### src/rtl/seq_pkg.sv
// Shared types and constants for the input sequencer that drives the code recognizer.
// Holds the sequencer FSM encoding, the recognizer terminal states and the known recognizer codes.
package seq_pkg;

    typedef enum logic [2:0] {
        ST_IDLE,
        ST_CLEAR,
        ST_PRESENT,
        ST_STROBE,
        ST_RELEASE,
        ST_CHECK,
        ST_DONE
    } seq_state_t;

    // Recognizer state encoding {a,b,c,d}
    localparam logic [3:0] EST_INICIAL = 4'b0000;
    localparam logic [3:0] EST_OK_A    = 4'b1001;
    localparam logic [3:0] EST_OK_B    = 4'b1010;
    localparam logic [3:0] EST_ERRO    = 4'b1000;

    // Codes the recognizer reacts to (b7..b1)
    localparam logic [6:0] COD_PASSO_1 = 7'b1011000;
    localparam logic [6:0] COD_PASSO_2 = 7'b1101011;
    localparam logic [6:0] COD_PASSO_3 = 7'b0110010;
    localparam logic [6:0] COD_ALT_1   = 7'b0101000;
    localparam logic [6:0] COD_ALT_2   = 7'b0100011;

    function automatic logic is_terminal(input logic [3:0] s);
        return (s == EST_OK_A) || (s == EST_OK_B) || (s == EST_ERRO);
    endfunction

endpackage

### src/rtl/seq_code_mem.sv
// Small code memory for the input sequencer: synchronous write, asynchronous read.
// Contents are cleared synchronously while reset is asserted.
module seq_code_mem #(
    parameter int DEPTH  = 8,
    parameter int WIDTH  = 7,
    parameter int ADDR_W = $clog2(DEPTH)
) (
    input  logic              clk,
    input  logic              reset,
    input  logic              wr_en,
    input  logic [ADDR_W-1:0] wr_addr,
    input  logic [WIDTH-1:0]  wr_data,
    input  logic [ADDR_W-1:0] rd_addr,
    output logic [WIDTH-1:0]  rd_data
);

    logic [WIDTH-1:0] mem [DEPTH];

    always_ff @(posedge clk) begin
        if (reset) begin
            for (int i = 0; i < DEPTH; i++) begin
                mem[i] <= '0;
            end
        end else if (wr_en) begin
            mem[wr_addr] <= wr_data;
        end
    end

    assign rd_data = mem[rd_addr];

endmodule

### src/rtl/sequenciador_entrada.sv
// Plays a programmed list of codes into the code recognizer, one strobe per code, and reports its final state.
// Optional SEQ_EARLY_STOP_EN: stop the run as soon as the recognizer reaches a terminal state.
module sequenciador_entrada
    import seq_pkg::*;
#(
    parameter int MAX_LEN       = 8,
    parameter int CODE_W        = 7,
    parameter int STATE_W       = 4,
    parameter int SETTLE_CYCLES = 2
) (
    input  logic                       clk,
    input  logic                       reset,
    input  logic                       load_en,
    input  logic [$clog2(MAX_LEN)-1:0] load_addr,
    input  logic [CODE_W-1:0]          load_code,
    input  logic [3:0]                 seq_len,
    input  logic                       start,
    output logic                       busy,
    output logic                       done,
    output logic [STATE_W-1:0]         result,
    output logic [CODE_W-1:0]          out_code,
    output logic                       out_strobe,
    output logic                       out_reset,
    input  logic [STATE_W-1:0]         in_state
);

    localparam int ADDR_W = $clog2(MAX_LEN);
    localparam int LEN_W  = 4;
    localparam int CNT_W  = $clog2(SETTLE_CYCLES + 1);

    seq_state_t          state;
    seq_state_t          next_state;
    logic [ADDR_W-1:0]   index;
    logic [LEN_W-1:0]    len;
    logic [LEN_W-1:0]    len_clamped;
    logic [CNT_W-1:0]    settle_cnt;
    logic [CODE_W-1:0]   mem_code;
    logic                rst_flag;
    logic                last_code;
    logic                stop_now;
    logic                mem_wr_en;

    // Memory is frozen for the whole run so the played list cannot change underneath the FSM
    assign mem_wr_en = load_en && (state == ST_IDLE);

    seq_code_mem #(
        .DEPTH (MAX_LEN),
        .WIDTH (CODE_W),
        .ADDR_W(ADDR_W)
    ) u_mem (
        .clk    (clk),
        .reset  (reset),
        .wr_en  (mem_wr_en),
        .wr_addr(load_addr),
        .wr_data(load_code),
        .rd_addr(index),
        .rd_data(mem_code)
    );

    assign len_clamped = (seq_len > LEN_W'(MAX_LEN)) ? LEN_W'(MAX_LEN) : seq_len;
    assign last_code   = (LEN_W'(index) == (len - LEN_W'(1)));

`ifdef SEQ_EARLY_STOP_EN
    assign stop_now = last_code || is_terminal(in_state[3:0]);
`else
    assign stop_now = last_code;
`endif

    always_ff @(posedge clk) begin
        if (reset) begin
            state <= ST_IDLE;
        end else begin
            state <= next_state;
        end
    end

    always_comb begin
        next_state = state;
        case (state)
            ST_IDLE: begin
                if (start) begin
                    next_state = ST_CLEAR;
                end
            end
            ST_CLEAR: begin
                if (len == '0) begin
                    next_state = ST_DONE;
                end else begin
                    next_state = ST_PRESENT;
                end
            end
            ST_PRESENT: next_state = ST_STROBE;
            ST_STROBE:  next_state = ST_RELEASE;
            ST_RELEASE: begin
                if (settle_cnt == CNT_W'(SETTLE_CYCLES - 1)) begin
                    next_state = ST_CHECK;
                end
            end
            ST_CHECK: begin
                if (stop_now) begin
                    next_state = ST_DONE;
                end else begin
                    next_state = ST_PRESENT;
                end
            end
            ST_DONE: next_state = ST_IDLE;
            default: next_state = ST_IDLE;
        endcase
    end

    // Result is captured on the way into DONE so it is already valid while done is high;
    // an empty run reports the freshly cleared recognizer, i.e. all zeros.
    always_ff @(posedge clk) begin
        if (reset) begin
            index      <= '0;
            len        <= '0;
            settle_cnt <= '0;
            result     <= '0;
            rst_flag   <= 1'b1;
        end else begin
            rst_flag <= 1'b0;
            case (state)
                ST_IDLE: begin
                    if (start) begin
                        len   <= len_clamped;
                        index <= '0;
                    end
                end
                ST_CLEAR: begin
                    if (next_state == ST_DONE) begin
                        result <= '0;
                    end
                end
                ST_STROBE: begin
                    settle_cnt <= '0;
                end
                ST_RELEASE: begin
                    settle_cnt <= settle_cnt + CNT_W'(1);
                end
                ST_CHECK: begin
                    if (next_state == ST_DONE) begin
                        result <= in_state;
                    end else begin
                        index <= index + ADDR_W'(1);
                    end
                end
                default: begin
                end
            endcase
        end
    end

    // Code is shown from PRESENT through CHECK so it brackets the strobe with setup and hold
    always_comb begin
        busy       = (state != ST_IDLE);
        done       = (state == ST_DONE);
        out_strobe = (state == ST_STROBE);
        out_reset  = (state == ST_CLEAR) || rst_flag;
        out_code   = '0;
        if ((state == ST_PRESENT) || (state == ST_STROBE) ||
            (state == ST_RELEASE) || (state == ST_CHECK)) begin
            out_code = mem_code;
        end
    end

endmodule

### config.mk
export PLATFORM = sky130hd
export DESIGN_NAME = sequenciador_entrada
export DESIGN_NICKNAME = d
export VERILOG_FILES = /design/src/rtl/seq_pkg.sv /design/src/rtl/seq_code_mem.sv /design/src/rtl/sequenciador_entrada.sv
export SDC_FILE = /design/constraint.sdc
export NUM_CORES = 1
export LEC_CHECK = 0
export BUFFER_PORTS_ARGS = -buffer_cell sky130_fd_sc_hd__buf_2
export CAP_MARGIN = 25
export CORE_UTILIZATION = 50
export CTS_CLUSTER_DIAMETER = 30
export DETAILED_ROUTE_END_ITERATION = 16
export HOLD_SLACK_MARGIN = 0.06
export PLACE_DENSITY = 0.69
export SLEW_MARGIN = 20
export SYNTH_ARGS = -nofsm -noshare
export SYNTH_HDL_FRONTEND = slang
export SYNTH_SLANG_ARGS = --single-unit
### constraint.sdc
create_clock -name clk -period 3.11 [get_ports clk]
set_clock_uncertainty 0.2 [all_clocks]
set_input_delay 0.1555 -clock clk [delete_from_list [all_inputs] [get_ports clk]]
set_output_delay 0.1555 -clock clk [all_outputs]
set_load 0.05 [all_outputs]
==> results of run 1 <==
cell type report:
cell class | count | area (um^2) | share of cell area
sequential | 76 | 2080 | 0.484
multi-input combinational | 196 | 1470 | 0.342
timing repair buffer | 62 | 428 | 0.0995
clock buffer | 10 | 128 | 0.0297
tap | 96 | 120 | 0.0279
clock inverter | 6 | 47.5 | 0.0111
inverter | 7 | 26.3 | 0.00611
worst reg2reg max path: stages, from the launching register on:
cell     delay (ps)
dfxtp_1         440
nor3_2          280
inv_1            90
or4b_4          520
nor2_1          310
or2_2           280
cell usage in the layout (no fill, tap or decap), drive strengths merged, types with 2 or more instances in the layout:
cell type    instances
dlygate4sd3         21
mux4                14
nor2b                4
dfxtp               20
a21oi                7
xor2                 2
clkbuf              10
ha                   3
nand3                7
mux2i                7
buf                 41
o32ai                2
edfxtp              56
nor2                22
nor3                 5
o21ai                2
a211oi               4
inv                  9
or2                  8
a31oi                5
nand2b               5
nand3b               5
nand4                2
and2                57
o211ai               6
clkinvlp             4
nand2               16
cells by family (layout without fill, tap and decap cells):
| family | after synthesis | in the layout | synth area share |
|---|---|---|---|
| DFF | 76 | 76 | 0.573 |
| adders and majority gates | 3 | 3 | 0.0103 |
| AOI/OAI and AO/OA | 31 | 31 | 0.0579 |
| buffers and inverters | 19 | 85 | 0.0220 |
| xor gates and xnor gates | 3 | 3 | 0.0110 |
| muxes | 21 | 21 | 0.106 |
| and+or+nand+nor | 138 | 138 | 0.219 |
synthesized netlist by cell type (2+ instances only):
cell | n | area share
o21ai_0 | 2 | 0.0028
nand2_1 | 16 | 0.017
nor3_1 | 3 | 0.0041
nand3b_1 | 5 | 0.010
edfxtp_1 | 56 | 0.46
mux4_2 | 14 | 0.087
nor2_1 | 22 | 0.023
and2_1 | 57 | 0.098
dfxtp_1 | 20 | 0.11
a31oi_1 | 5 | 0.0086
o211ai_1 | 6 | 0.012
mux2i_1 | 7 | 0.019
nor3_2 | 2 | 0.0055
clkbuf_1 | 9 | 0.0093
inv_1 | 7 | 0.0072
xor2_1 | 2 | 0.0048
a21oi_1 | 7 | 0.0096
a211oi_1 | 4 | 0.0083
ha_1 | 3 | 0.010
nand4_1 | 2 | 0.0034
nand3_1 | 7 | 0.0096
o32ai_1 | 2 | 0.0048
nor2b_1 | 4 | 0.0069
nand2b_1 | 5 | 0.0086
or2_2 | 8 | 0.014
power groups by stage:
stage	Combinational [mW]	Clock [mW]	Sequential (mW)
after global routing	0.290	0.719	1.17
after detailed placement	0.246	0	1.19
final	0.266	0.673	1.16
after floorplan	0.185	0	1.17
after global placement	0.245	0	1.18
after CTS	0.267	0.682	1.16
sequential cells by signal (all words and copies together) (netlist names), named ones only:
signal / count
u_mem.mem: 56
len: 4
result: 4
index: 3
state: 3
settle_cnt: 2
rst_flag: 1
what timing repair did:
item | in CTS | in global routing
hold buffers | 21 | 0
endpoints found under the hold margin | 64 | 0
gates resized for setup | 0 | 0
final timing paths:
kind                 startpoint         endpoint  slack, ps  cells after the start
setup / recovery       state[0]  u_mem.mem[4][1]        690                      5
hold / removal     load_addr[1]  u_mem.mem[0][3]        120                      3
setup reg to reg       state[0]  u_mem.mem[4][1]        690                      5
hold reg to reg   settle_cnt[1]    settle_cnt[1]        270                      2
through the flow:
step                hold WS (ps)  power [mW]
finish                       122        2.10
global route                 119        2.18
CTS                          111        2.11
detailed placement           232        1.43
global placement             222        1.43
floorplan                  -16.8        1.35
per-layer routing:
metal  share of wire  vias up  wire, um
li1                -     1187         -
met1            0.44     1167      3400
met2            0.48       69      3660
met3           0.055       17       421
met4           0.022        0       165
met5               0        -         0
==> flow_summary.ini, run 1 <==
[floorplanning]
coreArea_mm2 = 0.00691
die_y_um = 87.2
io_pins = 37
rows = 30
die_w_um = 87.2
initial_core_util = 0.526
die_area_mm2 = 0.00761

[layout]
synthToLayoutAreaGrowth_pct = 18.4
fill_cells = 569
fin_nets = 377
drive_above_1_share = 0.232
fin_area_mm2 = 0.00430
utilization = 0.623
stdcell_count = 453
n_antenna_cell = 0

[place]
preCtsSetupSlack_ps = 689
hpwlAfterDp_um = 5430
port_buffers = 36
gp_congestion = 0.787
dpl-instance-area_mm2 = 0.00392
dp_cells = 416

[clock_network]
root_buffer = clkbuf_8
clock_latency_ps = 350
cts-buffers-inserted = 9
tritoncts = yes
post_cts_buffers = 0
numClockSinks = 76
cts.clk_slew.worst_paths_ps = 80
cts_buffer_depth = 2
cts_htree_levels = 3

[route]
drc_errors = 0
ant_nets = 0
vias_per_cell = 5.39
drtPass1Iterations = 4
wl_per_cell_um = 16.9
wirelength_um = 7650
drtIter0Drc = 104
vias = 2440

[timing]
rsz0062_at_grt = false
fin_ws_ps = 688
relSlewSlack = 0.544
setup-tns-final_ps = 0
min_period_ps = 2420
maxSlewViolCount = 0
finalHoldViolations = 0
setup_viol = 0
fmax_mhz = 413
period_share = 0.779
tightest_slew_ps = 677

[yosys]
syn-num-nets = 316
async_flop_share = 0
syn_inst = 291
ys_types = 41
yosys_warnings = 0
avgSynthCellArea_um2 = 12.5
synth-edff-count = 56
syn_area_mm2 = 0.00363
ys.flop_type = edfxtp_1
synth_seq_cells = 76
yosysSeqAreaShare = 0.573

[power_and_ir_drop]
power_frac_comb = 0.127
power.density_mw_per_mm2 = 488
irDropWorstVdd_mv = 0.290
p_sw_frac = 0.273
p_leak_nw = 1.62
p_seq_frac = 0.553
p_sw_mw = 0.573
intPower_mw = 1.53
pwr-share-clk = 0.320

[worst_setup_path]
worstPathRequired_ps = 2960
critPathCaptureType = flop
cp-start-kind = flop
crit_fanout = 14
slowest_stage = or4b_4
arrival_ps = 2270
cp_top_family = simple AND/OR/NAND/NOR gates
critical_path_class = reg2reg
cp_cell_sequence = nor3_2 -> inv_1 -> or4b_4 -> nor2_1 -> or2_2
max_stage_delay_ps = 520
cp_num_buf_inv = 1

[global_routing]
first_global_vias = 2386
met2_usage = 0.359
use_met3 = 0.0474
globalRouteOverflowTotal = 0
grt_pass1_wl_um = 12100
antenna_found_initial = 0
top_usage_layer = met2
grt_max_degree = 31
grt_usage = 0.224
grtUsageMet1 = 0.295

[job]
maxCapViolCount = 0

[min_path]
hold_path_class = in2reg

[run_status]
status = complete, no violations
No activity file was read; power rests on OpenSTA's default activity.
==> run 2: changes to the inputs <==
PLACE_DENSITY = 0.72   (was 0.69)
clock period = 2.1 ns   (was 3.11 ns; I/O delays follow)
==> flow_summary.ini, run 2 (synthesis results as in run 1) <==
[layout]
largest-register = u_mem.mem
fin_nets = 393
synthToLayoutAreaGrowth_pct = 27.6
largest_reg_flops = 56
fin_area_mm2 = 0.00463
n_antenna_cell = 0
utilization = 0.671
top_regs = u_mem.mem: 56 flops, len: 4 flops, result: 4 flops
layout_common_cells = 57 x and2_1, 56 x edfxtp_1, 29 x buf_2
drive_above_1_share = 0.316
layout_commonest_cell = and2_1
stdcell_count = 469

[timing]
period_share = 1.03
tightest_slew_ps = 561
setup-tns-final_ps = -200
rsz0062_at_grt = true
min_period_ps = 2170
whs_ps = 196
setup_viol = 7
fin_ws_ps = -65.0
maxSlewViolCount = 0
finalHoldViolations = 0
fmax_mhz = 462
relSlewSlack = 0.625

[floorplanning]
io_pins = 37
die_w_um = 87.2
rows = 30
die_area_mm2 = 0.00761
die_y_um = 87.2
coreArea_mm2 = 0.00691
initial_core_util = 0.526

[clock_network]
cts_buffer_depth = 2
cts.clk_slew.worst_paths_ps = 80
tritoncts = yes
cts_htree_levels = 3
clock_latency_ps = 340
numClockSinks = 76
root_buffer = clkbuf_8
cts-buffers-inserted = 9

[route]
drtIter0Drc = 58
vias_per_cell = 5.31
vias = 2489
wirelength_um = 7820
ant_nets = 0
wl_per_cell_um = 16.7
drtPass1Iterations = 4
drc_errors = 0

[worst_setup_path]
max_stage_delay_ps = 550
critPathCaptureType = primary output
crit_cells = 5
crit_fanout = 7
cp_num_buf_inv = 2
worstPathRequired_ps = 1790
r2r_end = len[0]
rr_worst_depth = 6
cp_cell_sequence = buf_12 -> mux4_2 -> mux2i_4 -> nor2_2 -> buf_6
cp_top_family = multiplexers
cp-start-kind = flop
rrSetupSlack_ps = 80
arrival_ps = 1860
cp-endpoint = out_code[3]
slowest_stage = mux4_2
r2r_start = state[0]
critical_path_class = reg2out

[global_routing]
grt_usage = 0.222
grt_pass1_wl_um = 12100
first_global_vias = 2420
antenna_found_initial = 0
grt_max_degree = 21
globalRouteOverflowTotal = 0

[run_status]
failed_checks = setup timing
status = complete, but fails checks

[power_and_ir_drop]
power.density_mw_per_mm2 = 733
p_total_mw = 3.39
p_leak_nw = 1.76
irDropWorstVdd_mv = 0.486

[place]
gp_congestion = 0.830
port_buffers = 36
dpl-instance-area_mm2 = 0.00410
hpwlAfterDp_um = 5330
preCtsSetupSlack_ps = 76.9
dp_cells = 430

[job]
maxCapViolCount = 0

[min_path]
hold_path_class = in2reg
run 2: cell types whose count changed in the layout (fill, tap and decap cells not counted), moves of 4 or more:
cell	delta
buf_2	-7
buf_4	+14
buf_6	+7
clkinvlp_4	-4
nor2_1	-11
nor2_2	+8
or2_2	-4
or2_4	+4
run 2: where the power goes:
| group | switching (mW) | internal [mW] |
|---|---|---|
| clock network | 0.528 | 0.665 |
| logic | 0.285 | 0.212 |
| registers | 0.0317 | 1.67 |
run 2: tightest hold or removal path: stages:
cell	delay (ps)
buf_2	130
nor3_4	160
or2_4	190
run 2: final cells by class:
cell class / instances / area, um^2
Multi-Input combinational cell: 196 / 1560
Clock buffer: 9 / 124
Inverter: 7 / 28.8
Timing Repair Buffer: 78 / 624
Clock inverter: 7 / 91.3
Fill cell: 538 / 2270
Sequential cell: 76 / 2090
Tap cell: 96 / 120
run 2: per-layer routing:
metal / track usage / routed length (um) / up-vias
li1: - / - / 1211
met1: 0.256 / 3160 / 1203
met2: 0.400 / 4140 / 65
met3: 0.0483 / 389 / 10
met4: 0.0894 / 129 / 0
met5: 0 / 0 / -
run 2: worst min-delay path by stage:
stage / from / endpoint / slack [ps] / cells after the start
3_3_place_gp: seq_len[3] / len[3] / 170 / 3
5_1_grt: load_addr[1] / u_mem.mem[0][4] / 220 / 3
4_1_cts: load_addr[2] / u_mem.mem[0][4] / 180 / 3
6_report: load_addr[2] / u_mem.mem[0][3] / 200 / 3
3_5_place_dp: seq_len[2] / len[2] / 190 / 3
2_1_floorplan: reset / rst_flag / -70 / 0
run 2: what timing repair did:
action | CTS | global route
setup endpoints to repair | 7 | 20
pin swaps | 1 | 2
resized for setup | 21 | 2
setup buffers | 0 | 1
cloned | 1 | 0
hold buffers | 21 | 0
hold endpoints to repair | 66 | 0
==> run 3: changes to the inputs <==
--- a/config.mk
+++ b/config.mk
@@ -7,4 +7,6 @@
 export LEC_CHECK = 0
+export ABC_CLOCK_PERIOD_IN_PS = 2100
 export BUFFER_PORTS_ARGS = -buffer_cell sky130_fd_sc_hd__buf_2
 export CAP_MARGIN = 25
+export CORE_ASPECT_RATIO = 1.5
 export CORE_UTILIZATION = 50
--- a/constraint.sdc
+++ b/constraint.sdc
@@ -4,2 +4,2 @@
 set_output_delay 0.105 -clock clk [all_outputs]
-set_load 0.05 [all_outputs]
+set_load 0.005 [all_outputs]
==> flow_summary.ini, run 3 (synthesis results as in run 1) <==
[floorplanning]
die_y_um = 106
coreArea_mm2 = 0.00694
rows = 37
die_w_um = 71.6
die_area_mm2 = 0.00762
io_pins = 37
initial_core_util = 0.523

[worst_setup_path]
cp_top_family = multiplexers
crit_cells = 5
cp_num_buf_inv = 2
r2r_start = state[1]
r2r_end = len[2]
rr_worst_depth = 6
critical_path_class = reg2out
max_stage_delay_ps = 510
crit_fanout = 7
arrival_ps = 1740
cp_cell_sequence = clkbuf_16 -> mux4_2 -> mux2i_1 -> nor2_1 -> buf_2
critPathCaptureType = primary output
cp-start-kind = flop
cp-endpoint = out_code[0]
worstPathRequired_ps = 1790
slowest_stage = mux4_2
rrSetupSlack_ps = 90

[layout]
top_regs = u_mem.mem: 56 flops, len: 4 flops, result: 4 flops
regArea_mm2 = 0.00209
n_antenna_cell = 0
fin_nets = 393
multiInputGateArea_mm2 = 0.00151
stdcell_count = 451
largest-register = u_mem.mem
layout_commonest_cell = and2_1
drive_above_1_share = 0.268
fill_cells = 559
synthToLayoutAreaGrowth_pct = 23.0
layout_common_cells = 57 x and2_1, 56 x edfxtp_1, 36 x buf_2
largest_reg_flops = 56

[timing]
period_share = 0.973
setup-tns-final_ps = 0
rsz0062_at_grt = true
min_period_ps = 2040
setup_viol = 0
fmax_mhz = 489
tightest_slew_ps = 443
relSlewSlack = 0.704
maxSlewViolCount = 0
finalHoldViolations = 0
whs_ps = 206

[route]
ant_nets = 0
vias = 2485
wl_per_cell_um = 17.6
vias_per_cell = 5.51
wirelength_um = 7920
drtPass1Iterations = 4
drc_errors = 0
drtIter0Drc = 240

[place]
dp_cells = 412
gp_congestion = 0.769
hpwlAfterDp_um = 5450
port_buffers = 36

[power_and_ir_drop]
intPower_mw = 2.34
p_sw_frac = 0.242
power_frac_comb = 0.133
pwr-share-clk = 0.314
p_total_mw = 3.08
p_sw_mw = 0.745
irDropWorstVdd_mv = 0.399
power.density_mw_per_mm2 = 690
p_leak_nw = 1.73
p_seq_frac = 0.553

[global_routing]
globalRouteOverflowTotal = 0
grt_pass1_wl_um = 12100
grt_max_degree = 29
grt_usage = 0.220
antenna_found_initial = 0
first_global_vias = 2456

[job]
maxCapViolCount = 0

[clock_network]
cts.clk_slew.worst_paths_ps = 70
cts_buffer_depth = 2
numClockSinks = 76
root_buffer = clkbuf_8
clock_latency_ps = 350
tritoncts = yes
cts-buffers-inserted = 9
cts_htree_levels = 3

[run_status]
status = complete, no violations

[min_path]
hold_path_class = in2reg
run 3: cell count changes in the layout (fill, tap and decap cells not counted), moves of 2 or more:
cell       previous run  this run
buf_2                29        36
buf_4                19        17
buf_6                 7         2
bufinv_16             2         0
clkbuf_1              0         6
clkinv_2              2         0
clkinv_4              2         0
mux2i_1               4         7
mux2i_2               2         0
nor2_1               11        21
nor2_2                8         1
nor2_4                3         0
run 3: cell type report:
type,count,area share
Tap cell,78,0.0218
Timing Repair Buffer,78,0.131
Multi-Input combinational cell,196,0.338
Clock buffer,16,0.0358
Sequential cell,76,0.467
Inverter,7,0.00588
run 3: what timing repair did:
action,4_1_cts,5_1_grt
endpoints found under the hold margin,71,0
buffers inserted,0,1
gates resized for setup,0,16
hold buffers,21,0
setup endpoints to repair,0,39
run 3: through the flow:
step	utilization	worst slack (ps)	instance area [um^2]
final	0.643	56.4	4470
after detailed placement	0.578	73.5	4010
after global routing	0.643	-31.2	4470
after CTS	0.631	9.39	4380
after floorplan	-	-2.67	3630
after global placement	0.578	131	4010
run 3: worst min path at each step:
stage                     slack [ps]         start              end  cells after the start
after floorplan                  -70         reset         rst_flag                      0
after global placement           170    seq_len[3]           len[3]                      3
after detailed placement         180    seq_len[3]           len[3]                      3
after CTS                        180  load_addr[1]  u_mem.mem[0][6]                      4
after global routing             240  load_addr[1]  u_mem.mem[0][3]                      4
final                            210  load_addr[1]  u_mem.mem[6][5]                      4
run 3: power groups by stage:
stage          combinational, mW  sequential, mW  clock [mW]
6_report                   0.411            1.71       0.967
5_1_grt                    0.449            1.71        1.04
4_1_cts                    0.387            1.70       0.981
3_5_place_dp               0.355            1.74           0
3_3_place_gp               0.350            1.73           0
2_1_floorplan              0.211            1.73           0
run 3: metal layers:
| layer | vias to the layer above | global-route usage | part of all wire |
|---|---|---|---|
| li1 | 1212 | - | - |
| met1 | 1200 | 0.242 | 0.39 |
| met2 | 63 | 0.399 | 0.55 |
| met3 | 10 | 0.0474 | 0.039 |
| met4 | 0 | 0.101 | 0.018 |
| met5 | - | 0 | 0 |
run 3: worst reg2reg max path: cells and delay by family (launching register included):
| family | cells | cell delay, ps |
|---|---|---|
| and+or+nand+nor | 2 | 390 |
| DFF | 1 | 350 |
| AOI/OAI and AO/OA | 1 | 130 |
| buffers and inverters | 3 | 890 |
